<file path="config.mk">
export PLATFORM = sky130hd
export DESIGN_NAME = game_flow_ctrl
export DESIGN_NICKNAME = d
export VERILOG_FILES = /design/src/rtl/snake_pkg.sv /design/src/rtl/snake_step_timer.sv /design/src/rtl/game_flow_ctrl.sv
export SDC_FILE = /design/constraint.sdc
export NUM_CORES = 1
export LEC_CHECK = 0
export ABC_CLOCK_PERIOD_IN_PS = 3040
export BUFFER_PORTS_ARGS = -buffer_cell sky130_fd_sc_hd__buf_4
export CORE_UTILIZATION = 40
export DETAILED_ROUTE_END_ITERATION = 10
export PLACE_DENSITY = 0.82
export SYNTH_ARGS = -nofsm -noshare
export SYNTH_HDL_FRONTEND = slang
export SYNTH_SLANG_ARGS = --single-unit
</file>
<file path="constraint.sdc">
create_clock -name clk -period 3.04 [get_ports clk]
set_input_delay 0.304 -clock clk [delete_from_list [all_inputs] [get_ports clk]]
set_output_delay 0.304 -clock clk [all_outputs]
set_load 0.01 [all_outputs]
</file>
<file path="src/rtl/snake_pkg.sv">
// Shared types and helpers for the snake game flow controller.
// Direction and game-state encodings are visible on the top-level ports.
package snake_pkg;

  typedef enum logic [1:0] {
    DIR_UP    = 2'd0,
    DIR_DOWN  = 2'd1,
    DIR_LEFT  = 2'd2,
    DIR_RIGHT = 2'd3
  } dir_t;

  typedef enum logic [1:0] {
    ST_IDLE  = 2'd0,
    ST_PLAY  = 2'd1,
    ST_PAUSE = 2'd2,
    ST_OVER  = 2'd3
  } game_state_t;

  localparam int          CNT_W     = 5;
  localparam int          APPLE_W   = 8;
  localparam logic [3:0]  LEVEL_MAX = 4'd15;

  function automatic dir_t opposite(input dir_t d);
    dir_t r;
    case (d)
      DIR_UP:   r = DIR_DOWN;
      DIR_DOWN: r = DIR_UP;
      DIR_LEFT: r = DIR_RIGHT;
      default:  r = DIR_LEFT;
    endcase
    return r;
  endfunction

  // max(init - lvl, min) without letting the subtraction wrap
  function automatic logic [4:0] calc_period(input logic [4:0] init_p,
                                             input logic [4:0] min_p,
                                             input logic [3:0] lvl);
    logic [4:0] lvl5;
    logic [4:0] diff;
    lvl5 = {1'b0, lvl};
    if (lvl5 >= init_p) diff = 5'd0;
    else                diff = init_p - lvl5;
    return (diff > min_p) ? diff : min_p;
  endfunction

endpackage

</file>
<file path="src/rtl/snake_step_timer.sv">
// Frame strobe from the scan position, per-frame step counter and move_tick.
// The counter only advances while run is high and holds otherwise.
module snake_step_timer
  import snake_pkg::*;
(
  input  logic             clk,
  input  logic             resetN,
  input  logic [31:0]      pxl_x,
  input  logic [31:0]      pxl_y,
  input  logic             run,
  input  logic             clear,
  input  logic [CNT_W-1:0] period,
  output logic             frame_pulse,
  output logic             move_tick
);

  logic             match;
  logic             match_q;
  logic [CNT_W-1:0] count;
  logic             terminal;

  assign match       = (pxl_x == 32'd0) && (pxl_y == 32'd0);
  assign frame_pulse = match & ~match_q;

  // >= rather than == so a period that shrinks mid-step cannot strand the count
  assign terminal  = ({1'b0, count} + 6'd1) >= {1'b0, period};
  assign move_tick = run & frame_pulse & terminal;

  always_ff @(posedge clk or negedge resetN) begin
    if (!resetN) begin
      match_q <= 1'b0;
      count   <= '0;
    end else begin
      match_q <= match;
      if (clear)                   count <= '0;
      else if (run && frame_pulse) count <= terminal ? '0 : count + 5'd1;
    end
  end

endmodule

</file>
<file path="src/rtl/game_flow_ctrl.sv">
// Game flow controller: state machine, step timing, heading and speed level.
// Define GAME_PAUSE_EN to build in the PAUSE state driven by the select button.
//
//   state    | meaning
//   ---------+-----------------------------------------------
//   ST_IDLE  | game units held in reset, waiting for start
//   ST_PLAY  | snake steps every period frames
//   ST_PAUSE | timer and heading frozen (GAME_PAUSE_EN only)
//   ST_OVER  | collision seen, image frozen until start
module game_flow_ctrl
  import snake_pkg::*;
#(
  parameter int INIT_PERIOD      = 8,
  parameter int MIN_PERIOD       = 2,
  parameter int APPLES_PER_LEVEL = 4
) (
  input  logic        clk,
  input  logic        resetN,
  input  logic [31:0] pxl_x,
  input  logic [31:0] pxl_y,
  input  logic        up,
  input  logic        down,
  input  logic        left,
  input  logic        right,
  input  logic        start,
  input  logic        select,
  input  logic        endgame,
  input  logic        endgame_body,
  input  logic        apple_eaten,
  output logic        game_resetN,
  output logic        move_tick,
  output logic [1:0]  dir,
  output logic [1:0]  state,
  output logic [3:0]  level
);

  game_state_t        state_q, state_nxt;
  dir_t               dir_q, pend_q, joy_dir;
  logic               joy_valid;
  logic [3:0]         level_q;
  logic [APPLE_W-1:0] apple_cnt;
  logic               apple_lock;
  logic               start_q, apple_q;
  logic               start_edge, apple_edge, select_edge;
  logic               frame_pulse, run, clr, accept;
  logic [CNT_W-1:0]   period;

  assign start_edge = start & ~start_q;
  assign apple_edge = apple_eaten & ~apple_q;

`ifdef GAME_PAUSE_EN
  logic select_q;
  assign select_edge = select & ~select_q;
  always_ff @(posedge clk or negedge resetN) begin
    if (!resetN) select_q <= 1'b0;
    else         select_q <= select;
  end
`else
  logic unused_select;
  assign unused_select = select;
  assign select_edge   = 1'b0;
`endif

  always_comb begin
    state_nxt = state_q;
    case (state_q)
      ST_IDLE: if (start_edge) state_nxt = ST_PLAY;
      ST_PLAY: begin
        // collision outranks a same-cycle pause request
        if (endgame || endgame_body) state_nxt = ST_OVER;
        else if (select_edge)        state_nxt = ST_PAUSE;
      end
`ifdef GAME_PAUSE_EN
      ST_PAUSE: if (start_edge || select_edge) state_nxt = ST_PLAY;
`else
      ST_PAUSE: state_nxt = ST_IDLE;
`endif
      ST_OVER: if (start_edge) state_nxt = ST_IDLE;
      default: state_nxt = ST_IDLE;
    endcase
  end

  assign run    = (state_q == ST_PLAY);
  assign clr    = (state_nxt == ST_IDLE);
  assign period = calc_period(5'(INIT_PERIOD), 5'(MIN_PERIOD), level_q);

  snake_step_timer u_timer (
    .clk         (clk),
    .resetN      (resetN),
    .pxl_x       (pxl_x),
    .pxl_y       (pxl_y),
    .run         (run),
    .clear       (clr),
    .period      (period),
    .frame_pulse (frame_pulse),
    .move_tick   (move_tick)
  );

  always_comb begin
    joy_valid = 1'b1;
    joy_dir   = DIR_RIGHT;
    if (up)         joy_dir = DIR_UP;
    else if (down)  joy_dir = DIR_DOWN;
    else if (left)  joy_dir = DIR_LEFT;
    else if (right) joy_dir = DIR_RIGHT;
    else            joy_valid = 1'b0;
  end

  assign accept = run & apple_edge & ~apple_lock;

  always_ff @(posedge clk or negedge resetN) begin
    if (!resetN) begin
      state_q     <= ST_IDLE;
      game_resetN <= 1'b0;
      start_q     <= 1'b0;
      apple_q     <= 1'b0;
    end else begin
      state_q     <= state_nxt;
      game_resetN <= (state_nxt != ST_IDLE);
      start_q     <= start;
      apple_q     <= apple_eaten;
    end
  end

  always_ff @(posedge clk or negedge resetN) begin
    if (!resetN) begin
      dir_q  <= DIR_RIGHT;
      pend_q <= DIR_RIGHT;
    end else if (clr) begin
      dir_q  <= DIR_RIGHT;
      pend_q <= DIR_RIGHT;
    end else begin
      if (run && joy_valid && (joy_dir != opposite(dir_q))) pend_q <= joy_dir;
      if (move_tick) dir_q <= pend_q;
    end
  end

  always_ff @(posedge clk or negedge resetN) begin
    if (!resetN) begin
      apple_cnt  <= '0;
      apple_lock <= 1'b0;
      level_q    <= '0;
    end else if (clr) begin
      apple_cnt  <= '0;
      apple_lock <= 1'b0;
      level_q    <= '0;
    end else if (accept) begin
      apple_lock <= 1'b1;
      if (apple_cnt == APPLE_W'(APPLES_PER_LEVEL - 1)) begin
        apple_cnt <= '0;
        if (level_q != LEVEL_MAX) level_q <= level_q + 4'd1;
      end else begin
        apple_cnt <= apple_cnt + 1'b1;
      end
    end else if (frame_pulse) begin
      apple_lock <= 1'b0;
    end
  end

  assign dir   = dir_q;
  assign state = state_q;
  assign level = level_q;

endmodule

</file>
# --- Yosys cells after proc, flatten, opt, wreduce, memory -nomap -nowiden ---
# Index checks and enable logic that the tools add are counted.
totals:
  output_inout_bits: 10
  in_bits: 75
  wordCells: 89
  ff_bits: 28
classes:
  addsub: 5
  order_cmp: 3
  mux: 32
  n_reduce_logical: 19
  bitwise_logic: 11
  eq_ne: 8
ops:
  columns: ["operator", "count"]
  rows:
  - ["32-bit zero test", 2]
  - ["5-bit two-way mux", 5]
  - ["8-bit two-way mux", 3]
  - ["2-bit two-way mux", 10]
  - ["4-bit two-way mux", 4]
  - ["2-bit nonzero test", 7]
  - ["8-bit by 1-bit adder with 8-bit output (second input constant)", 1]
  - ["8-bit by 2-bit == test with 1-bit output (second input constant)", 1]
  - ["1-bit two-way mux", 8]
  - ["2-bit case mux with 4 select lines", 1]
  - ["1-bit AND", 7]
  - ["5-bit by 1-bit adder with 6-bit output (second input constant)", 1]
  - ["2-bit == test (second input constant)", 3]
  - ["6-bit by 5-bit >= comparator with 1-bit output", 1]
  - ["2-bit zero test", 3]
  - ["2-bit case mux with 3 select lines", 1]
  - ["5-bit by 1-bit adder with 5-bit output (second input constant)", 1]
  - ["5-bit by 2-bit greater-than comparator with 1-bit output (second input constant)", 1]
  - ["4-bit by 4-bit subtractor with 5-bit output (first input constant)", 1]
  - ["4-bit by 1-bit adder with 4-bit output (second input constant)", 1]
  - ["2-bit by 1-bit == test with 1-bit output (second input constant)", 2]
  - ["4-bit >= comparator (second input constant)", 1]
  - ["1-bit logical AND", 4]
  - ["4-bit != test (second input constant)", 1]
  - ["other kinds (5)", 8]

# --- Longest topological paths before layout ---
logic_depth:
  depth_word: 10
  depth_mapped: 11

# --- By module ---
# From an unflattened synthesis, not the netlist that was laid out.
hier_totals:
  cells_unflattened: 210
  area_unflattened_um2: 1914.3
by_module_without_submodules:
  columns: ["mod", "n_inst", "area_each_um2", "cells_each"]
  rows:
  - ["game_flow_ctrl", 1, 1272.5, 133]
  - ["snake_step_timer", 1, 641.9, 77]

# --- Least setup slack after synthesis ---
# Ideal clock, no wire load.
synth_timing:
  kind: "reg2reg"
  start: "register level_q[0], in the netlist level[0]"
  end: "register u_timer.count[0]"
  period_less_slack_ns: 2.679
  path_stages_with_launch: 11
  setup_slack_ns: 0.361
  t_arrival_ns: 2.601
  setup_time_ns: 0.078
  path_cell_list: "dfrtp_1 -> inv_1 -> ha_1 -> nor4_1 -> nand2_1 -> ha_1 -> and3_1 -> a211oi_1 -> o211ai_1 -> or4_1 -> a21oi_1"
synth_via:
  elab_chain_len: 8
  word_cells_on_any_way: 9
synth_rtl:
  columns: ["item", "line_no", "text"]
  rows:
  - ["from (decl)", "game_flow_ctrl.sv:40", "logic [3:0] level_q;"]
  - ["from (signal assigned)", "game_flow_ctrl.sv:151", "if (level_q != LEVEL_MAX) level_q <= level_q + 4'd1;"]
  - ["4-bit by 4-bit subtractor with 5-bit output or 4-bit >= comparator (tied branches)", "snake_pkg.sv:42, snake_pkg.sv:41", null]
  - ["5-bit two-way mux (*)", "snake_pkg.sv:41", "if (lvl5 >= init_p) diff = 5'd0;"]
  - ["5-bit by 2-bit greater-than comparator with 1-bit output", "snake_pkg.sv:43", "return (diff > min_p) ? diff : min_p;"]
  - ["5-bit two-way mux (*)", "snake_pkg.sv:43", null]
  - ["6-bit by 5-bit >= comparator with 1-bit output (*)", "snake_step_timer.sv:26", "assign terminal = ({1'b0, count} + 6'd1) >= {1'b0, period};"]
  - ["5-bit two-way mux (*) (2 in a row)", "snake_step_timer.sv:36", "else if (run && frame_pulse) count <= terminal ? '0 : count + 5'd1;"]
  - ["5-bit two-way mux (*)", "snake_step_timer.sv:35", "if (clear) count <= '0;"]
  - ["to (signal assigned)", "snake_step_timer.sv:36", null]
  - ["to (decl)", "snake_step_timer.sv:19", "logic [CNT_W-1:0] count;"]
# Every way passes the cells marked *; elsewhere a longest branch is shown, timed or not. The select of a mux whose other input is x is not followed.
# A chain may end at the register's enable or synchronous reset.

# --- Worst setup path in the final report ---
layout_timing:
  start: "register level_q[0], in the netlist level[0]"
  end: "output port move_tick"
layout_via:
  elab_chain_len: 6
  word_cells_on_any_way: 7
layout_rtl:
  columns: ["item", "line_no", "text"]
  rows:
  - ["4-bit by 4-bit subtractor with 5-bit output or 4-bit >= comparator (tied branches)", "snake_pkg.sv:42, snake_pkg.sv:41", null]
  - ["5-bit two-way mux (*)", "snake_pkg.sv:41", null]
  - ["5-bit by 2-bit greater-than comparator with 1-bit output", "snake_pkg.sv:43", null]
  - ["5-bit two-way mux (*)", "snake_pkg.sv:43", null]
  - ["6-bit by 5-bit >= comparator with 1-bit output (*)", "snake_step_timer.sv:26", null]
  - ["1-bit AND (*)", "snake_step_timer.sv:27", "assign move_tick = run & frame_pulse & terminal;"]
  - ["to (decl)", "game_flow_ctrl.sv:31", "output logic move_tick,"]
# Every way passes the cells marked *; elsewhere a longest branch is shown, timed or not.

==> results.toml <==
[outcome]
outcome = "finished clean"

[timing]
final-setup-viol-count = 0
tightest_slew_ps = 582.5
fin_crit_ps = 2878
min_period_over_period_pct = 94.67
timing.fmax_mhz = 347.5
fin_tns_setup_ps = 0
worst_hold_slack_ps = 138.7
slew_violations = 0
relSlewSlack_pct = 61.08
hold_viol_final = 0
skew_ps = 3.787

[global_route]
grt_use_total_pct = 21.91
grtUsageMet2_pct = 40.10
grt_util_met3_pct = 2.167
first_global_vias = 1815
antenna_found_initial = 0
grt_use_met1_pct = 26.68
top_usage_layer = "met2"
grt_overflow = 0
grt_start_max_net_pins = 29
grt_first_pass_wirelength_um = 7734

[synthesis]
yosysSeqAreaShare_pct = 40.60
async_flop_share_pct = 100.0
syn_area_um2 = 1738
synth_compound_area_share_pct = 15.05
synth_simple_gate_area_share_pct = 30.45
muxShareOfSynthArea_pct = 2.304
synth_top_area_share_pct = 34.56
synth_fp_nets = 278
synth_area_leaders = "dfrtp_1 (35%), ha_1 (6.5%), nor4_1 (6.1%)"
synth_flop_cell = "dfrtp_1"
synth_top_family_by_area = "simple AND/OR/NAND/NOR gates"
synth-adder-area-share_pct = 6.479
yosys_warnings = 0
syn-instance-count = 194
synth_xor_area_share_pct = 2.520
synth-seq-cells = 28
synth.distinct_cells = 40
synth_edf_count = 0
yosysTopAreaCell = "dfrtp_1"
syn_avg_cell_area_um2 = 8.958

[hold_path]
worstHoldPathType = "input port to register"

[clock_tree]
cts_inserted_buffers = 3
cts_tree = "built"
htree_levels = 1
clock_tree.root_cell = "clkbuf_8"
clock_path_buffers = 2
cts.clk_slew.worst_paths_ps = 90
insertion_delay_ps = 280
cts_sinks = 28

[worst_setup_path]
worstPathArrival_ps = 2570
max_stage_delay_ps = 440
path_cells = "inv_1 > ha_1 > nor4_2 > nand2_1 > ha_1 > and3_1 > a211oi_1 > o211a_1 > nor2_1 > buf_4"
path_delay_family = "adder cells"
path_buf_inv = 2
worstSetupStartpointType = "register"
cp.required_ps = 2740
cpMaxStageDelayCell = "dfrtp_2"
crit_top_cell = "ha_1"
end_kind = "output port"
critical_path_class = "register to output port"
critPathMaxFanout = 7

[drt]
via_count = 1861
drt_iter0_markers = 100
dr.pass1.iters = 4
drc = 0
wl_per_cell_um = 14.16
detail-route-antenna-nets = 0
routed_via_density = 5.589
routed_wl_um = 4716

[power_and_ir_drop]
ir_drop_uv = 263.1
power_density_nw_per_um2 = 502.7
p_leak_nw = 1.184
power_mw = 1.265

[cells_and_area]
fin_area_um2 = 2516
drive_gt1_share_pct = 37.46
final_cell_mix = "buf_4 (87), nand2_1 (24), dfrtp_1 (22), o21ai_0 (17), nor4_1 (16)"
n_antenna_cell = 0
fill_cells = 372
fin_nets = 368
layout_commonest_cell = "buf_4"
syn2layout_area_growth_pct = 44.78
layoutNonFillerInstCount = 333

[die]
start_util_pct = 42.53
fp.dieW_um = 67.92
std_cell_rows = 23
fp.dieArea_um2 = 4612
num_io_pins = 85
die_y_um = 67.92
core_um2 = 4086

[place]
placed_cell_area_um2 = 2435
io_buffers = 83
gp_congestion = 0.8393
dp.cells = 327
dp_hpwl_um = 3677

[job]
drv_cap = 0
==> repair_timing <==
action / 4_1_cts / 5_1_grt
hold buffers: 1 / 0
setup buffers: 1 / 0
hold endpoints to repair: 24 / 0
resized for setup: 0 / 3
pin swaps: 1 / 0
endpoints found under the setup margin: 1 / 3
==> area by class of cell <==
class	count	area [um2]	share of cell area, %
Clock buffer	4	55.05	2.188
Inverter	9	33.78	1.343
Multi-Input combinational cell	154	993.5	39.48
Sequential cell	28	708.2	28.15
Tap cell	50	62.56	2.486
Timing Repair Buffer	88	663.1	26.36
==> state kept, by name, summed over array words and instances (netlist names) <==
name,cells
dir,2
apple_cnt,8
apple_q,1
game_resetN,1
level,4
pend_q,2
state,2
apple_lock,1
u_timer.match_q,1
u_timer.count,5
start_q,1
==> per-stage QoR <==
stage / worst slack (ps) / util [%]
after global routing: -4.621 / 61.57
final: 162.1 / 61.57
after CTS: 21.90 / 61.36
after detailed placement: 165.2 / 59.58
after floorplan: 361.3 / -
after global placement: 250.2 / 59.58
==> cells by family (layout without fill, tap and decap cells) <==
logic type               after synthesis  count (layout)
AO/OA/AOI/OAI                         41              41
XOR/XNOR                               5               5
flip-flops                            28              28
adder cells (fa/ha/maj)                9               9
multiplexers                           4               4
AND/OR/NAND/NOR                       95              95
buffers and inverters                 12             101
==> cell usage after synthesis, types with 4 or more instances <==
cell / instances
a21oi_1: 8
o21ai_0: 17
nor2_1: 9
inv_1: 9
nor4_1: 17
nand3_1: 10
nand2b_1: 5
and3_1: 5
dfrtp_1: 24
mux2i_1: 4
nor3_1: 6
dfstp_2: 4
nand2_1: 24
nand4_1: 7
ha_1: 9
==> final timing paths <==
path | startpoint | to | slack (ps) | cells after the start
max | level[0] | move_tick | 160 | 10
min | apple_eaten | apple_q | 140 | 1
max reg2reg | level[0] | u_timer.count[2] | 220 | 10
min reg2reg | apple_cnt[3] | apple_cnt[3] | 520 | 1
max in group asynchronous | resetN | dir[0] | 2280 | 2
min in group asynchronous | resetN | start_q | 450 | 2
==> metal layers <==
layer / share of wire (%) / up-vias / wire, um
met5: 0 / - / 0
met4: 1.8 / 0 / 85
met3: 3.7 / 7 / 174
met2: 53 / 48 / 2481
met1: 42 / 888 / 1975
li1: - / 918 / -
==> power breakdown <==
part / internal (mW) / total, mW / leakage, nW / switching (mW)
clock network: 0.116 / 0.233 / 0.0288 / 0.117
registers: 0.433 / 0.492 / 0.358 / 0.0590
logic: 0.260 / 0.539 / 0.797 / 0.280
total: 0.809 / 1.26 / 1.18 / 0.456
Power figures use the tool's default switching activity.
